### src/rtl/input_debouncer.sv
// Debounces a raw asynchronous level: 2-flop synchroniser, then a qualifying FSM
// that accepts a level change only after STABLE_CYCLES consecutive differing samples.
`timescale 1ns/1ps

module input_debouncer #(
    parameter int unsigned STABLE_CYCLES = 4,
    parameter int unsigned CNT_W         = 16
) (
    input  logic       clk,
    input  logic       reset,
    input  logic       din,
    output logic       dout,
    output logic       rise,
    output logic       fall,
    output logic       busy,
    output logic [7:0] glitch_cnt
);

    localparam int unsigned GLITCH_W = 8;
    localparam logic [CNT_W-1:0]    CNT_LAST   = CNT_W'(STABLE_CYCLES - 1);
    localparam logic [GLITCH_W-1:0] GLITCH_MAX = '1;

    typedef enum logic [1:0] {
        LOW_STABLE  = 2'b00,
        LOW_QUAL    = 2'b01,
        HIGH_STABLE = 2'b10,
        HIGH_QUAL   = 2'b11
    } state_t;

    state_t               state_q;
    state_t               state_d;
    logic                 sync1;
    logic                 sync2;
    logic [CNT_W-1:0]     cnt_q;
    logic [CNT_W-1:0]     cnt_d;
    logic                 dout_d;
    logic                 rise_d;
    logic                 fall_d;
    logic [GLITCH_W-1:0]  glitch_d;
    logic [GLITCH_W-1:0]  glitch_inc;

    // State and output registers; everything clears asynchronously.
    always_ff @(posedge clk or negedge reset) begin
        if (!reset) begin
            sync1      <= 1'b0;
            sync2      <= 1'b0;
            state_q    <= LOW_STABLE;
            cnt_q      <= '0;
            dout       <= 1'b0;
            rise       <= 1'b0;
            fall       <= 1'b0;
            glitch_cnt <= '0;
        end else begin
            sync1      <= din;
            sync2      <= sync1;
            state_q    <= state_d;
            cnt_q      <= cnt_d;
            dout       <= dout_d;
            rise       <= rise_d;
            fall       <= fall_d;
            glitch_cnt <= glitch_d;
        end
    end

    assign glitch_inc = (glitch_cnt != GLITCH_MAX) ? glitch_cnt + GLITCH_W'(1) : glitch_cnt;

    // Next-state logic; the LOW_*/HIGH_* half of the state always matches dout.
    always_comb begin
        state_d  = state_q;
        cnt_d    = cnt_q;
        dout_d   = dout;
        rise_d   = 1'b0;
        fall_d   = 1'b0;
        glitch_d = glitch_cnt;
        case (state_q)
            LOW_STABLE, LOW_QUAL: begin
                if (sync2) begin
                    if (cnt_q == CNT_LAST) begin
                        state_d = HIGH_STABLE;
                        cnt_d   = '0;
                        dout_d  = 1'b1;
                        rise_d  = 1'b1;
                    end else begin
                        state_d = LOW_QUAL;
                        cnt_d   = cnt_q + CNT_W'(1);
                    end
                end else begin
                    state_d = LOW_STABLE;
                    if (cnt_q != '0) begin
                        cnt_d    = '0;
                        glitch_d = glitch_inc;
                    end
                end
            end
            HIGH_STABLE, HIGH_QUAL: begin
                if (!sync2) begin
                    if (cnt_q == CNT_LAST) begin
                        state_d = LOW_STABLE;
                        cnt_d   = '0;
                        dout_d  = 1'b0;
                        fall_d  = 1'b1;
                    end else begin
                        state_d = HIGH_QUAL;
                        cnt_d   = cnt_q + CNT_W'(1);
                    end
                end else begin
                    state_d = HIGH_STABLE;
                    if (cnt_q != '0) begin
                        cnt_d    = '0;
                        glitch_d = glitch_inc;
                    end
                end
            end
            default: begin
                state_d = LOW_STABLE;
            end
        endcase
    end

    assign busy = (cnt_q != '0);

endmodule

### config.mk
export PLATFORM = sky130hd
export DESIGN_NAME = input_debouncer
export DESIGN_NICKNAME = d
export VERILOG_FILES = /design/src/rtl/input_debouncer.sv
export SDC_FILE = /design/constraint.sdc
export NUM_CORES = 1
export LEC_CHECK = 0
export CAP_MARGIN = 20
export CORE_ASPECT_RATIO = 1.25
export CORE_MARGIN = 3
export CORE_UTILIZATION = 59
export DETAILED_ROUTE_END_ITERATION = 16
export GPL_TIMING_DRIVEN = 0
export MAX_ROUTING_LAYER = met4
export PLACE_DENSITY = 0.82
export SETUP_SLACK_MARGIN = 0.02
export SYNTH_ARGS = -nofsm -noshare
export SYNTH_HDL_FRONTEND = slang
export SYNTH_SLANG_ARGS = --single-unit
export TNS_END_PERCENT = 1
### constraint.sdc
create_clock -name clk -period 5.4 [get_ports clk]
set_input_delay 0.54 -clock clk [delete_from_list [all_inputs] [get_ports clk]]
set_output_delay 0.54 -clock clk [all_outputs]
set_load 0.005 [all_outputs]
# After elaboration in Yosys (flattened, before gate mapping)
# Cells that the tools add are included.
# classes
add_sub_neg	2
eq_ne	11
muxes	25
reduce_logical	6
# op_table
operator	n
16-bit two-way mux	4
8-bit two-way mux	4
16-bit case mux with 2 select lines	1
16-bit by 1-bit adder with 16-bit output, second input constant	1
16-bit by 2-bit == test with 1-bit output, second input constant	1
8-bit case mux with 2 select lines	1
16-bit nonzero test	1
2-bit != test, second input constant	6
1-bit two-way mux	9
8-bit by 1-bit adder with 8-bit output, second input constant	1
2-bit two-way mux	4
8-bit != test, second input constant	1
2-bit == test, second input constant	2
2-bit case mux with 2 select lines	1
4-bit AND reduction	1
2-bit OR reduction	2
2-bit by 1-bit == test with 1-bit output, second input constant	1
2-bit zero test	1
1-bit case mux with 2 select lines	1
2-bit AND reduction	1
# totals
regBits	31
input_bits	3
output_inout_bits	12

# Logic depth before layout (Yosys ltp)
# depth
word_depth	5
depth_mapped	7
depth_no_buf	6

# Least setup slack after synthesis
# Ideal clock, no wire load.
# synth_timing
path_type	reg-to-reg
start	register cnt_q[0]
end	register glitch_cnt[1]
setup_ns	0.125
t_arrival_ns	1.660
slack_ns	3.615
path_stages_with_launch	8
path_buffers	1
synth_period_minus_slack_ns	1.785
cell_sequence	dfrtp_1 > inv_1 > ha_1 > nor3b_1 > and4_1 > buf_6 > or2_1 > mux2_4
# synth_between
elab_chain_cells	4
elab_cells_between_ends	5
cone_classes	mux: 4; reduce/logical: 1
# synth_lines
element	line	rtl
from (decl)	34	logic [CNT_W-1:0] cnt_q;
from (signal assigned)	57	cnt_q <= cnt_d;
16-bit nonzero test *	89, 108	
8-bit two-way mux *	--	
8-bit two-way mux, on equally long branches	--	
8-bit case mux with 2 select lines *	--	
to (signal assigned)	61	glitch_cnt <= glitch_d;
to (decl)	16	output logic [7:0] glitch_cnt
# Mark *: on every way between the ends. The rest lies on a longest branch, timed or not. The select of a mux whose other input is x is not followed.
# A chain may end at the register's enable or synchronous reset.

# Final worst setup path
# layout_timing
start	register cnt_q[12]
end	output busy
# layout_between
elab_chain_cells	1
# layout_lines
element	line	rtl
16-bit nonzero test	120	assign busy = (cnt_q != '0);
to (decl)	15	output logic busy,
# Every way passes these cells.

==> impl_results.md <==
* Reg area at 751 um^2
* Die width at 50.4 um
* PD cells at 424 nW/um^2
* IO buf count at 14
* Vias after detailed routing at 1082
* Syn Nets at 140
* Clk Latency, worst-skew pair at 330 ps
* Core ar. at 2280 um^2
* Total leakage power at 0.747 nW
* I/O pins at 15
* Rows at 19
* Vias in the first global route at 1149
* Tmin final at 2770 ps
* Worst Hold Class: register to register
* Post-Syn Area per Cell at 10.9 um^2
* Cell taking the most area after synthesis: dfrtp_1
* Crit share post-route at 0.513
* Synth top cells by count: dfrtp_1 (30), nor2_1 (14), xor2_1 (13)
* Post-CTS sizing at 0
* Fin. Hold Viols at 0
* Wire length per cell at 15.5 um
* First-pass GRT wire length at 4930 um
* Fraction of layout cells with a size suffix above 1 at 0.115
* Crit Path Category: register to primary output
* CTS tree: yes
* Clk network pwr share at 0.187
* Worst-path clk slew at 100 ps
* Post-synth EDFFs at 0
* Global Route Usage Sum at 0.226
* # hold bufs at CTS at 0
* CP endpoint kind: primary output
* Critical Path RT at 4860 ps
* Synth cell types at 31
* Layout area overhead at 18.3%
* Comb power frac at 0.377
* DP Wirelength at 2140 um
* Critical Path AT at 2230 ps
* Critical-path cell list: nor4_1 -> and4_1 -> buf_6 -> inv_1 -> clkdlybuf4s50_1
* Setup repair bufs after CTS at 0
* Asr flop ratio synth at 1.00
* Initial antenna violation count at 0
* Setup TNS at 0 ps
* Antenna Nets Post-Route at 0
* Critical Path Start Type: register
* DR iter-0 viols at 32
* Chip height at 61.6 um
* Outcome: finished clean
* Initial Util at 0.638
* Switch Pwr at 0.259 mW
* Predominant post-synthesis flop cell: dfrtp_1
* Fin. max-slew vios at 0
* Synth top area cells: dfrtp_1 (52%), xor2_1 (7.8%), xnor2_1 (4.8%), nor2_1 (3.6%), nand3_1 (3.4%)
* Max cap viols at 0
* Peak supply drop at 0.000378 V
* Clock tree buffer depth at 2
* Clock Tree Root: clkbuf_4
* Total CTS buffers at 5
* Number of antenna diodes at 0
* Peak Freq at 361 MHz
* Synth warn at 0
* Final setup fails at 0
* DIE AREA at 3100 um^2
* Largest net degree at the start of global routing at 21
* RSZ-0062 raised after global routing: false
* Area of the multi-input gates at 663 um^2
* Crit path buf inv count at 3
* Top Family by Delay on Critical Path: simple AND/OR/NAND/NOR gates
* Post-Synthesis Cells at 134
* Worst slew margin at 0.593
* DR vias/cell at 5.76
* Drt total wl at 2910 um
* DRC viols at 0
* Internal Power at 0.470 mW
* Sequential power share at 0.436
* Sw Ratio at 0.355
* Netlist Area Pre-Place at 1460 um^2
* H-tree Lvls at 2
* Nets at 162
* #FFs+latches synth at 30
* Crit-path max FO at 9
* Worst slew pin tran at 608 ps
* Gr ovfl total at 0
* Sequential share of the synthesized area at 0.515
* # clock sinks at 30
* Fin util at 0.755
* TritonRoute pass-1 iters at 4
* Clock Skew at 13.5 ps
* Crit path largest cell delay at 490 ps
* Yosys top cell area share at 0.515
* Slowest cell on crit path: nor4_1
* Count leader, synth: dfrtp_1
* Layout fillers at 169
* RD Place Congestion at 0.843
==> sequential cells by signal (all words and copies together), names as in the netlist <==
| signal | cells |
|---|---|
| cnt_q | 16 |
| dout | 1 |
| fall | 1 |
| glitch_cnt | 8 |
| rise | 1 |
| state_q | 1 |
| sync1 | 1 |
| sync2 | 1 |
==> kinds of logic (layout without fill, tap and decap cells) <==
kind of cell | count (synthesis) | in the layout | synth area share
AOI/OAI and AO/OA | 7 | 7 | 0.0378
xor gates and xnor gates | 21 | 21 | 0.126
adders and majority gates | 3 | 3 | 0.0258
buffers and inverters | 8 | 31 | 0.0292
DFF | 30 | 30 | 0.515
muxes | 2 | 2 | 0.0180
and+or+nand+nor | 63 | 63 | 0.247
==> cell usage in the layout, fill, tap and decap left out, types with 2 or more instances in the layout <==
cell,n
nand4_1,6
dfrtp_1,30
nor3b_1,4
nor2_1,14
clkdlybuf4s50_1,14
nor4_1,4
and4_1,2
ha_1,3
and3_1,2
xor2_1,13
inv_1,5
nor4_2,2
o31ai_1,2
nor3_1,7
clkbuf_4,5
nand2_1,7
xnor2_1,8
nand3_1,10
==> metal layers <==
metal	wire length, um	global-route usage
met4	49	0.115
met1	1160	0.223
met3	90	0.0605
met2	1600	0.410
met5	0	-
==> path summary, 6_finish.rpt <==
path                       startpoint        end  slack, ps  cells after the start
max                         cnt_q[12]       busy       2630                      5
min                             sync1      sync2        370                      0
max reg2reg                 cnt_q[12]  cnt_q[14]       3360                      5
min reg2reg                     sync1      sync2        370                      0
max in group asynchronous       reset  cnt_q[14]       4300                      2
min in group asynchronous       reset  cnt_q[10]        580                      1
==> power groups by stage <==
stage | Combinational (mW) | Sequential [mW] | Clock, mW
finish | 0.275 | 0.318 | 0.136
floorplan | 0.167 | 0.313 | 0
detailed placement | 0.275 | 0.321 | 0
CTS | 0.278 | 0.318 | 0.141
global route | 0.302 | 0.326 | 0.151
global placement | 0.261 | 0.318 | 0
==> through the flow <==
stage,hold WS (ps),total power [mW],instance area [um^2],setup WS [ps],instances
2_1_floorplan,244,0.479,1460,3610,134
3_3_place_gp,335,0.579,1640,3070,179
3_5_place_dp,353,0.596,1660,2990,180
4_1_cts,374,0.737,1720,2600,188
5_1_grt,391,0.779,1720,2490,188
6_report,369,0.730,1720,2630,188
==> final cells by class <==
| class | instances | area share |
|---|---|---|
| sequential | 30 | 0.436 |
| multi-input combinational | 96 | 0.385 |
| timing repair buffer | 15 | 0.0973 |
| clock buffer | 7 | 0.0320 |
| tap | 31 | 0.0225 |
| buffer | 3 | 0.0138 |
| inverter | 5 | 0.0109 |
| clock inverter | 1 | 0.00290 |
No activity file was read; power rests on OpenSTA's default activity.
